File: config.mk
export PLATFORM = sky130hd
export DESIGN_NAME = si_bus_arbiter
export DESIGN_NICKNAME = d
export VERILOG_FILES = /design/src/rtl/si_bus_arbiter.sv
export SDC_FILE = /design/constraint.sdc
export NUM_CORES = 1
export LEC_CHECK = 0
export ABC_AREA = 1
export BUFFER_PORTS_ARGS = -buffer_cell sky130_fd_sc_hd__buf_4
export CAP_MARGIN = 20
export CORE_MARGIN = 4
export CORE_UTILIZATION = 46
export CTS_BUF_LIST = sky130_fd_sc_hd__clkbuf_16
export DETAILED_ROUTE_END_ITERATION = 8
export PLACE_DENSITY = 0.85
export SETUP_SLACK_MARGIN = 0.4
export SYNTH_ARGS = -nofsm -noshare
export SYNTH_HDL_FRONTEND = slang
export SYNTH_SLANG_ARGS = --single-unit
File: constraint.sdc
create_clock -name clk -period 1.7 [get_ports clk]
set_clock_uncertainty 0.1 [all_clocks]
set_input_delay 0.51 -clock clk [delete_from_list [all_inputs] [get_ports clk]]
set_output_delay 0.51 -clock clk [all_outputs]
set_load 0.01 [all_outputs]
File: src/rtl/si_bus_arbiter.sv
// si_bus_arbiter: round-robin arbiter sharing one simprisc si port between NUM_REQ driver blocks.
// Define SI_ARB_TIMEOUT_EN to abort a transaction whose m_fin does not arrive within TIMEOUT cycles.
module si_bus_arbiter #(
    parameter int NUM_REQ = 2,
    parameter int AW      = 9,
    parameter int DW      = 32,
    parameter int TIMEOUT = 64
) (
    input  logic                  clk,
    input  logic                  nreset,
    input  logic [NUM_REQ-1:0]    req_exec,
    input  logic [NUM_REQ-1:0]    req_we,
    input  logic [NUM_REQ*AW-1:0] req_addr,
    input  logic [NUM_REQ*DW-1:0] req_data,
    output logic [NUM_REQ-1:0]    req_fin,
    output logic [DW-1:0]         req_rdata,
    output logic                  req_err,
    output logic [NUM_REQ-1:0]    grant,
    output logic                  m_exec,
    output logic                  m_we,
    output logic [AW-1:0]         m_address,
    output logic [DW-1:0]         m_data,
    input  logic                  m_fin,
    input  logic [DW-1:0]         m_rdata
);

    localparam int IW = $clog2(NUM_REQ);

    typedef enum logic [1:0] {IDLE, BUSY, DONE} state_t;

    state_t             state, state_nx;
    logic [IW-1:0]      last_grant, last_grant_nx;
    logic [IW-1:0]      grant_idx, grant_idx_nx;
    logic [NUM_REQ-1:0] grant_nx, req_fin_nx;
    logic               m_exec_nx, m_we_nx, req_err_nx;
    logic [AW-1:0]      m_address_nx;
    logic [DW-1:0]      m_data_nx, req_rdata_nx;
    logic [IW-1:0]      pick_idx;
    logic               pick_valid;
    logic [IW:0]        rr_sum;

`ifdef SI_ARB_TIMEOUT_EN
    localparam int CW = $clog2(TIMEOUT);
    logic [CW-1:0] busy_cnt, busy_cnt_nx;
`endif

    if ((NUM_REQ < 2) || (NUM_REQ > 8) || (TIMEOUT < 2)) begin : g_param_check
        $error("si_bus_arbiter: NUM_REQ must be 2..8 and TIMEOUT at least 2");
    end

    // Walk downward so the closest requester after last_grant is the one that sticks.
    always_comb begin
        pick_valid = 1'b0;
        pick_idx   = '0;
        rr_sum     = '0;
        for (int k = NUM_REQ; k >= 1; k--) begin
            rr_sum = {1'b0, last_grant} + (IW+1)'(k);
            if (rr_sum >= (IW+1)'(NUM_REQ)) begin
                rr_sum = rr_sum - (IW+1)'(NUM_REQ);
            end
            if (req_exec[rr_sum[IW-1:0]]) begin
                pick_valid = 1'b1;
                pick_idx   = rr_sum[IW-1:0];
            end
        end
    end

    always_comb begin
        state_nx      = state;
        last_grant_nx = last_grant;
        grant_idx_nx  = grant_idx;
        grant_nx      = grant;
        req_fin_nx    = req_fin;
        req_rdata_nx  = req_rdata;
        req_err_nx    = req_err;
        m_exec_nx     = m_exec;
        m_we_nx       = m_we;
        m_address_nx  = m_address;
        m_data_nx     = m_data;
`ifdef SI_ARB_TIMEOUT_EN
        busy_cnt_nx   = busy_cnt;
`endif
        case (state)
            IDLE: begin
                if (pick_valid) begin
                    grant_idx_nx = pick_idx;
                    grant_nx     = NUM_REQ'(1) << pick_idx;
                    m_exec_nx    = 1'b1;
                    m_we_nx      = req_we[pick_idx];
                    m_address_nx = req_addr[pick_idx*AW +: AW];
                    m_data_nx    = req_data[pick_idx*DW +: DW];
                    state_nx     = BUSY;
`ifdef SI_ARB_TIMEOUT_EN
                    busy_cnt_nx  = '0;
`endif
                end
            end
            BUSY: begin
                if (m_fin) begin
                    m_exec_nx     = 1'b0;
                    req_fin_nx    = grant;
                    req_rdata_nx  = m_rdata;
                    req_err_nx    = 1'b0;
                    last_grant_nx = grant_idx;
                    state_nx      = DONE;
                end
`ifdef SI_ARB_TIMEOUT_EN
                else if (busy_cnt == CW'(TIMEOUT - 1)) begin
                    m_exec_nx     = 1'b0;
                    req_fin_nx    = grant;
                    req_rdata_nx  = '0;
                    req_err_nx    = 1'b1;
                    last_grant_nx = grant_idx;
                    state_nx      = DONE;
                end else begin
                    busy_cnt_nx   = busy_cnt + 1'b1;
                end
`endif
            end
            DONE: begin
                req_fin_nx = '0;
                req_err_nx = 1'b0;
                grant_nx   = '0;
                state_nx   = IDLE;
            end
            default: state_nx = IDLE;
        endcase
    end

    always_ff @(posedge clk or negedge nreset) begin
        if (!nreset) begin
            state      <= IDLE;
            last_grant <= IW'(NUM_REQ - 1);
            grant_idx  <= '0;
            grant      <= '0;
            req_fin    <= '0;
            req_rdata  <= '0;
            req_err    <= 1'b0;
            m_exec     <= 1'b0;
            m_we       <= 1'b0;
            m_address  <= '0;
            m_data     <= '0;
`ifdef SI_ARB_TIMEOUT_EN
            busy_cnt   <= '0;
`endif
        end else begin
            state      <= state_nx;
            last_grant <= last_grant_nx;
            grant_idx  <= grant_idx_nx;
            grant      <= grant_nx;
            req_fin    <= req_fin_nx;
            req_rdata  <= req_rdata_nx;
            req_err    <= req_err_nx;
            m_exec     <= m_exec_nx;
            m_we       <= m_we_nx;
            m_address  <= m_address_nx;
            m_data     <= m_data_nx;
`ifdef SI_ARB_TIMEOUT_EN
            busy_cnt   <= busy_cnt_nx;
`endif
        end
    end

endmodule

---- Word-level counts from Yosys, hierarchy flattened ----
Index checks and enable logic that the tools add are counted.
word-level totals
  input bits .............................. 121
  register bits ........................... 84
  word-level logic and storage cells ...... 61
  output and inout bits ................... 80
operators by class
  multipliers ............................. 1
  reduce and logical (&&, ||, !) cells .... 10
  add/sub/neg operators ................... 4
  order comparisons ....................... 5
  mux-type cells .......................... 23
  shift-type cells ........................ 3
  equal/unequal tests ..................... 4
operators with widths
  operator                                                               count
  64-bit by 7-bit variable part select with 32-bit output                1
  18-bit by 6-bit variable part select with 9-bit output                 1
  1-bit two-way mux                                                      14
  2-bit one-hot mux with 2 select lines                                  3
  2-bit AND reduction                                                    5
  2-bit two-way mux                                                      4
  1-bit by 2-bit < comparator with 1-bit output, second input constant   3
  2-bit nonzero test                                                     3
  1-bit by 4-bit multiplier with 5-bit output, second input constant     1
  2-bit greater-or-equal comparator, second input constant               2
  2-bit inequality test, second input constant                           2
  1-bit one-hot mux with 2 select lines                                  2
  3-bit AND reduction                                                    1
  1-bit by 1-bit adder with 2-bit output, second input constant          1
  1-bit by 2-bit adder with 2-bit output, second input constant          1
  2-bit by 1-bit equality test with 1-bit output, second input constant  1
  2-bit equality test, second input constant                             1
  2-bit logical NOT                                                      1
  1-bit by 1-bit << shifter with 2-bit output, first input constant      1
  1-bit subtractor, second input constant                                2

---- Logic depth before layout (Yosys ltp) ----
  depth after elaboration ................. 10
  depth in mapped cells ................... 6

---- Worst setup path after synthesis ----
Ideal clock, no wire load.
  path kind ............................... input-to-reg
  from .................................... input port req_exec[1]
  to ...................................... register m_address[0]
  arrival ................................. 1.191 ns
  slack ................................... 0.291 ns
  required time ........................... 1.482 ns
  buffers on the path ..................... 2
  cell stages on the path ................. 6
  library setup time ...................... 0.118 ns
  cells stage by stage .................... buf_4 > nor2_1 > nor2_4 > buf_4 > nand3_1 > nand2_1
on the way
  word-level cells in the longest chain between the ends .. 6
RTL lines
  element                                                 line  RTL
  start, declared                                         11    input logic [NUM_REQ-1:0] req_exec,
  1-bit two-way mux (implied by the code) (2 in a row)    61    if (req_exec[rr_sum[IW-1:0]]) begin
  1-bit two-way mux (2 in a row)                          61
  1-bit by 4-bit multiplier with 5-bit output             90    m_address_nx = req_addr[pick_idx*AW +: AW];
  18-bit by 6-bit variable part select with 9-bit output  90
  end signal, assigned                                    156   m_address <= m_address_nx;
  end, declared                                           21    output logic [AW-1:0] m_address,
Several ways; a longest one is shown, not always the timed one. The select of a mux whose other input is x is not followed.
A chain may end at the register's enable or synchronous reset.

---- Final worst setup path ----
  from .................................... register last_grant
  to ...................................... register grant[0]
on the way
  word-level cells in the longest chain between the ends .. 10
RTL lines
  element                                                                       line    RTL
  start, declared                                                               32      logic [IW-1:0] last_grant, last_grant_nx;
  start signal, assigned                                                        133     last_grant <= IW'(NUM_REQ - 1);
  start signal, assigned                                                        148     last_grant <= last_grant_nx;
  1-bit by 2-bit adder with 2-bit output                                        57      rr_sum = {1'b0, last_grant} + (IW+1)'(k);
  2-bit greater-or-equal comparator / 1-bit subtractor (equally long branches)  58, 59
  1-bit two-way mux                                                             58      if (rr_sum >= (IW+1)'(NUM_REQ)) begin
  1-bit two-way mux (implied by the code) (2 in a row)                          61
  1-bit two-way mux (2 in a row)                                                61
  1-bit by 1-bit << shifter with 2-bit output                                   87      grant_nx = NUM_REQ'(1) << pick_idx;
  2-bit two-way mux                                                             85      if (pick_valid) begin
  2-bit one-hot mux with 2 select lines                                         83      case (state)
  end signal, assigned                                                          150     grant <= grant_nx;
  end, declared                                                                 18      output logic [NUM_REQ-1:0] grant,
Several ways; a longest one is shown, not always the timed one. The select of a mux whose other input is x is not followed.

==> metrics list <==
- The run finished, with violations left.
* Violated checks: design-rule violations, negative setup slack
* Hold WC Path Type: primary input to async pin
* Gate count after technology mapping: 535
- The floorplan step set the die width to between 100 and 150 µm.
- Using the TritonRoute via totals, the vias-per-cell ratio works out to about 5.9.
- DRC errors left: 2
- Once routing completed, OpenROAD measured the worst setup slack at -0.232 ns.
- Placed Instances: between 800 and 900
- In the global route stage, overall resource usage came out at between 30% and 40%.
- The slowest stage of the critical path is the sky130_fd_sc_hd__dfstp_2 cell.
* Highest-utilization routing layer at the global route stage: met2
* Met2 GRT Util: around three fifths
- Routed length per placed instance: 24.3 µm
- The first detailed-routing pass ran for 8 iterations.
- 0 antenna diodes ended up in the layout.
- Via count of the first global-routing pass: just over 5k
* Required time reported for the critical path endpoint: ~1.8 ns
- Critical path's top delay family: simple AND/OR/NAND/NOR gates
- Row count: 33
- Distinct cell type count after synthesis: 16
- Mean instance size in the synthesized netlist: between 7 and 8 µm²
* Total I/O pin count: about 200
* Sequential cell area fraction in the yosys report: between 50 and 60%
- Count of non-filler cells in the finished layout: 906
* Crit. End Element: flop
- Maximum cell stage delay along the critical path: about 0.57 ns
- The worst setup path is launched from a flop.
* Aggregate negative setup slack: -0.296 ns
- Power spread over the standard cell area amounts to between 1500 and 2000 nW/µm².
- Counting stages on the worst path, the most repeated cell is sky130_fd_sc_hd__buf_12.
- During synthesis, Yosys emitted a total of 0 warnings.
- The H-tree was split into 3 levels.
* Root buf cell: sky130_fd_sc_hd__clkbuf_16
- Clock sinks: a little over 80
- In the final layout, the share of cells above drive strength 1 is between 40% and 50%.
* Pin count of the biggest net entering global routing: 43
- Bufs on Longest Clock Path: 2
* Actual transition at the worst max-transition pin: between 0.5 and 0.6 ns
* Congestion Overflow GR: 0
* Combined area of all synthesized cells: around 4000 µm²
* Achievable Freq: 518 MHz
- Height of the die: 101 µm
* Total Routed Length: ~22000 µm
- Setup repair after global routing could not meet its margin everywhere.
* Placer congestion estimate: ~0.84
* Via count: approximately 5.4k
* Total number of nets in the final design: 917
- Clock tree from TritonCTS: built
- The initial antenna violation count came to 1.
- Met1 demand-to-capacity share in global routing: 36.9%
- Ordered cell list for the critical path: nand2_4, buf_8, buf_12, buf_12, nand3_2, nand2_1, nor2_1
- In the global route stage, met3 resource usage came out at around 7%.
- For this configuration, the core starts out at a cell density of about 48%.
* Critical path buffers and inverters: 3
- Number of max-capacitance violations reported: 0
- Total CTS buffers: 9
- For the finished layout, the period the worst path requires is between 1.5 and 2 ns.
* CORE AREA: roughly 8300 µm²
- Clock slew seen by the registers of the worst setup and hold paths: about 0.07 ns
- In this run, synthesis produced a sequential element count of 83.
- Synthesized Nets: about 660
- Total Die Area: 10100 µm²
- Total count of hold-check failures in the final report: 0
- The count of buffers added on input and output ports is around 200.
- Finished Cell Area: ~7600 µm²
- In the finished design, the share of the clock period the worst path needs comes to 114%.
* Total setup violations reported at the end of the flow: 3
- Clk_lat worst skew: between 0.3 and 0.4 ns
- The detail route stage leaves a number of antenna-violating nets equal to 0.
- Maximum fanout count along the critical path: 11
- Placement Cell Area: about 5600 µm²
- Crit path DAT: roughly 2.0 ns
* Worst supply voltage drop on vdd: between 0.001 and 0.0015 V
- Wire length of the first global-routing pass: ~26000 µm
* Number of violations reported at the end of detailed-routing iteration 0: about 490
* P&R area growth vs syn: 91.3%
* Headroom to the max-slew limit: between 60% and 70%
- The max-slew violation total from the final report came to 0.
- Summed over all cells, the static leakage comes to between 0.004 and 0.005 µW.
- Half-perimeter wire length after detailed placement: roughly 8500 µm
- The worst setup path is of the flop to flop kind.
per-stage QoR:
| step | util [%] | hold slack, ns | power [µW] | setup WS (ns) |
|---|---|---|---|---|
| after floorplan | - | 0.114 | 5690 | 0.400 |
| after global placement | 67.7 | 0.363 | 7780 | 0.253 |
| after detailed placement | 67.7 | 0.366 | 7970 | 0.223 |
| after CTS | 84.7 | 0.0164 | 12000 | 0.212 |
| after global routing | 91.1 | 0.0391 | 14100 | -0.179 |
| final | 91.1 | 0.0157 | 13700 | -0.232 |
cells in the final DEF, fill, tap and decap left out, drive strengths merged:
| master | count |
|---|---|
| buf | 275 |
| nand2 | 236 |
| inv | 90 |
| nand3 | 89 |
| dfrtp | 82 |
| clkbuf | 13 |
| nor2 | 5 |
| o21ai | 4 |
| clkinvlp | 3 |
| bufinv | 2 |
| conb | 1 |
| dfstp | 1 |
layout make-up:
type | count | area (µm²)
clock buffers | 9 | 225
clock inverters | 7 | 100
fillers | 273 | 736
inverters | 88 | 338
multi-input cells | 335 | 1770
flip-flops and latches | 83 | 2080
well taps | 105 | 131
repair buffers | 279 | 2920
kinds of logic after synthesis:
kind of cell	share of synthesized area, %
AND/OR/NAND/NOR	34.5
buffers and inverters	12.1
flip-flops	52.6
AO/OA/AOI/OAI	0.791
other	0.0948
report_power, final:
group | switching [µW] | total [µW] | internal, µW
Combinational | 3690 | 7620 | 3930
Sequential | 900 | 3860 | 2960
Clock | 925 | 2230 | 1300
Total | 5510 | 13700 | 8190
state kept, by name, summed over array words and instances, names as in the netlist:
signal / count
req_fin: 2
state: 2
req_rdata: 32
grant: 2
m_address: 9
m_we: 1
grant_idx: 1
last_grant: 1
m_data: 32
m_exec: 1
metal layers:
metal | part of all wire (%) | wire length (µm) | vias to the layer above
met5 | 0.036 | 8 | -
met4 | 8.8 | 1940 | 2
met3 | 12 | 2650 | 191
met2 | 47 | 10400 | 546
met1 | 32 | 7020 | 2508
li1 | - | - | 2133
synth_stat cells:
| cell type | instances | area (µm²) |
|---|---|---|
| sky130_fd_sc_hd__buf_4 | 6 | 45.0 |
| sky130_fd_sc_hd__o21ai_0 | 3 | 15.0 |
| sky130_fd_sc_hd__nor2_1 | 4 | 15.0 |
| sky130_fd_sc_hd__inv_1 | 87 | 327 |
| sky130_fd_sc_hd__clkinv_1 | 1 | 3.75 |
| sky130_fd_sc_hd__clkbuf_1 | 3 | 11.3 |
| sky130_fd_sc_hd__nand2_2 | 2 | 12.5 |
| sky130_fd_sc_hd__nand2_1 | 234 | 878 |
| sky130_fd_sc_hd__buf_1 | 7 | 26.3 |
| sky130_fd_sc_hd__nand3_1 | 89 | 445 |
| sky130_fd_sc_hd__conb_1 | 1 | 3.75 |
| sky130_fd_sc_hd__dfstp_2 | 1 | 26.3 |
| sky130_fd_sc_hd__o21ai_4 | 1 | 16.3 |
| sky130_fd_sc_hd__nor2_4 | 1 | 11.3 |
| sky130_fd_sc_hd__buf_2 | 13 | 65.1 |
| sky130_fd_sc_hd__dfrtp_1 | 82 | 2050 |
timing repair:
item | CTS | global route
pin swaps | 16 | 43
setup endpoints to repair | 136 | 160
setup buffers | 33 | 18
cloned | 12 | 5
endpoints found under the hold margin | 0 | 0
hold buffers | 0 | 0
resized for setup | 128 | 81
path summary, 6_finish.rpt:
path                            slack (ns)  cells past startpoint      endpoint       start
worst max-delay path                 -0.23                      7      grant[0]  last_grant
worst min-delay path                  0.02                      1    m_data[10]      nreset
worst max register to register       -0.23                      7      grant[0]  last_grant
worst min register to register        0.41                      2     m_data[0]   m_data[0]
max in group asynchronous             0.97                      2      state[0]      nreset
min in group clk                      0.26                      3  req_rdata[8]  m_rdata[8]
No activity file was read; power rests on OpenSTA's default activity.
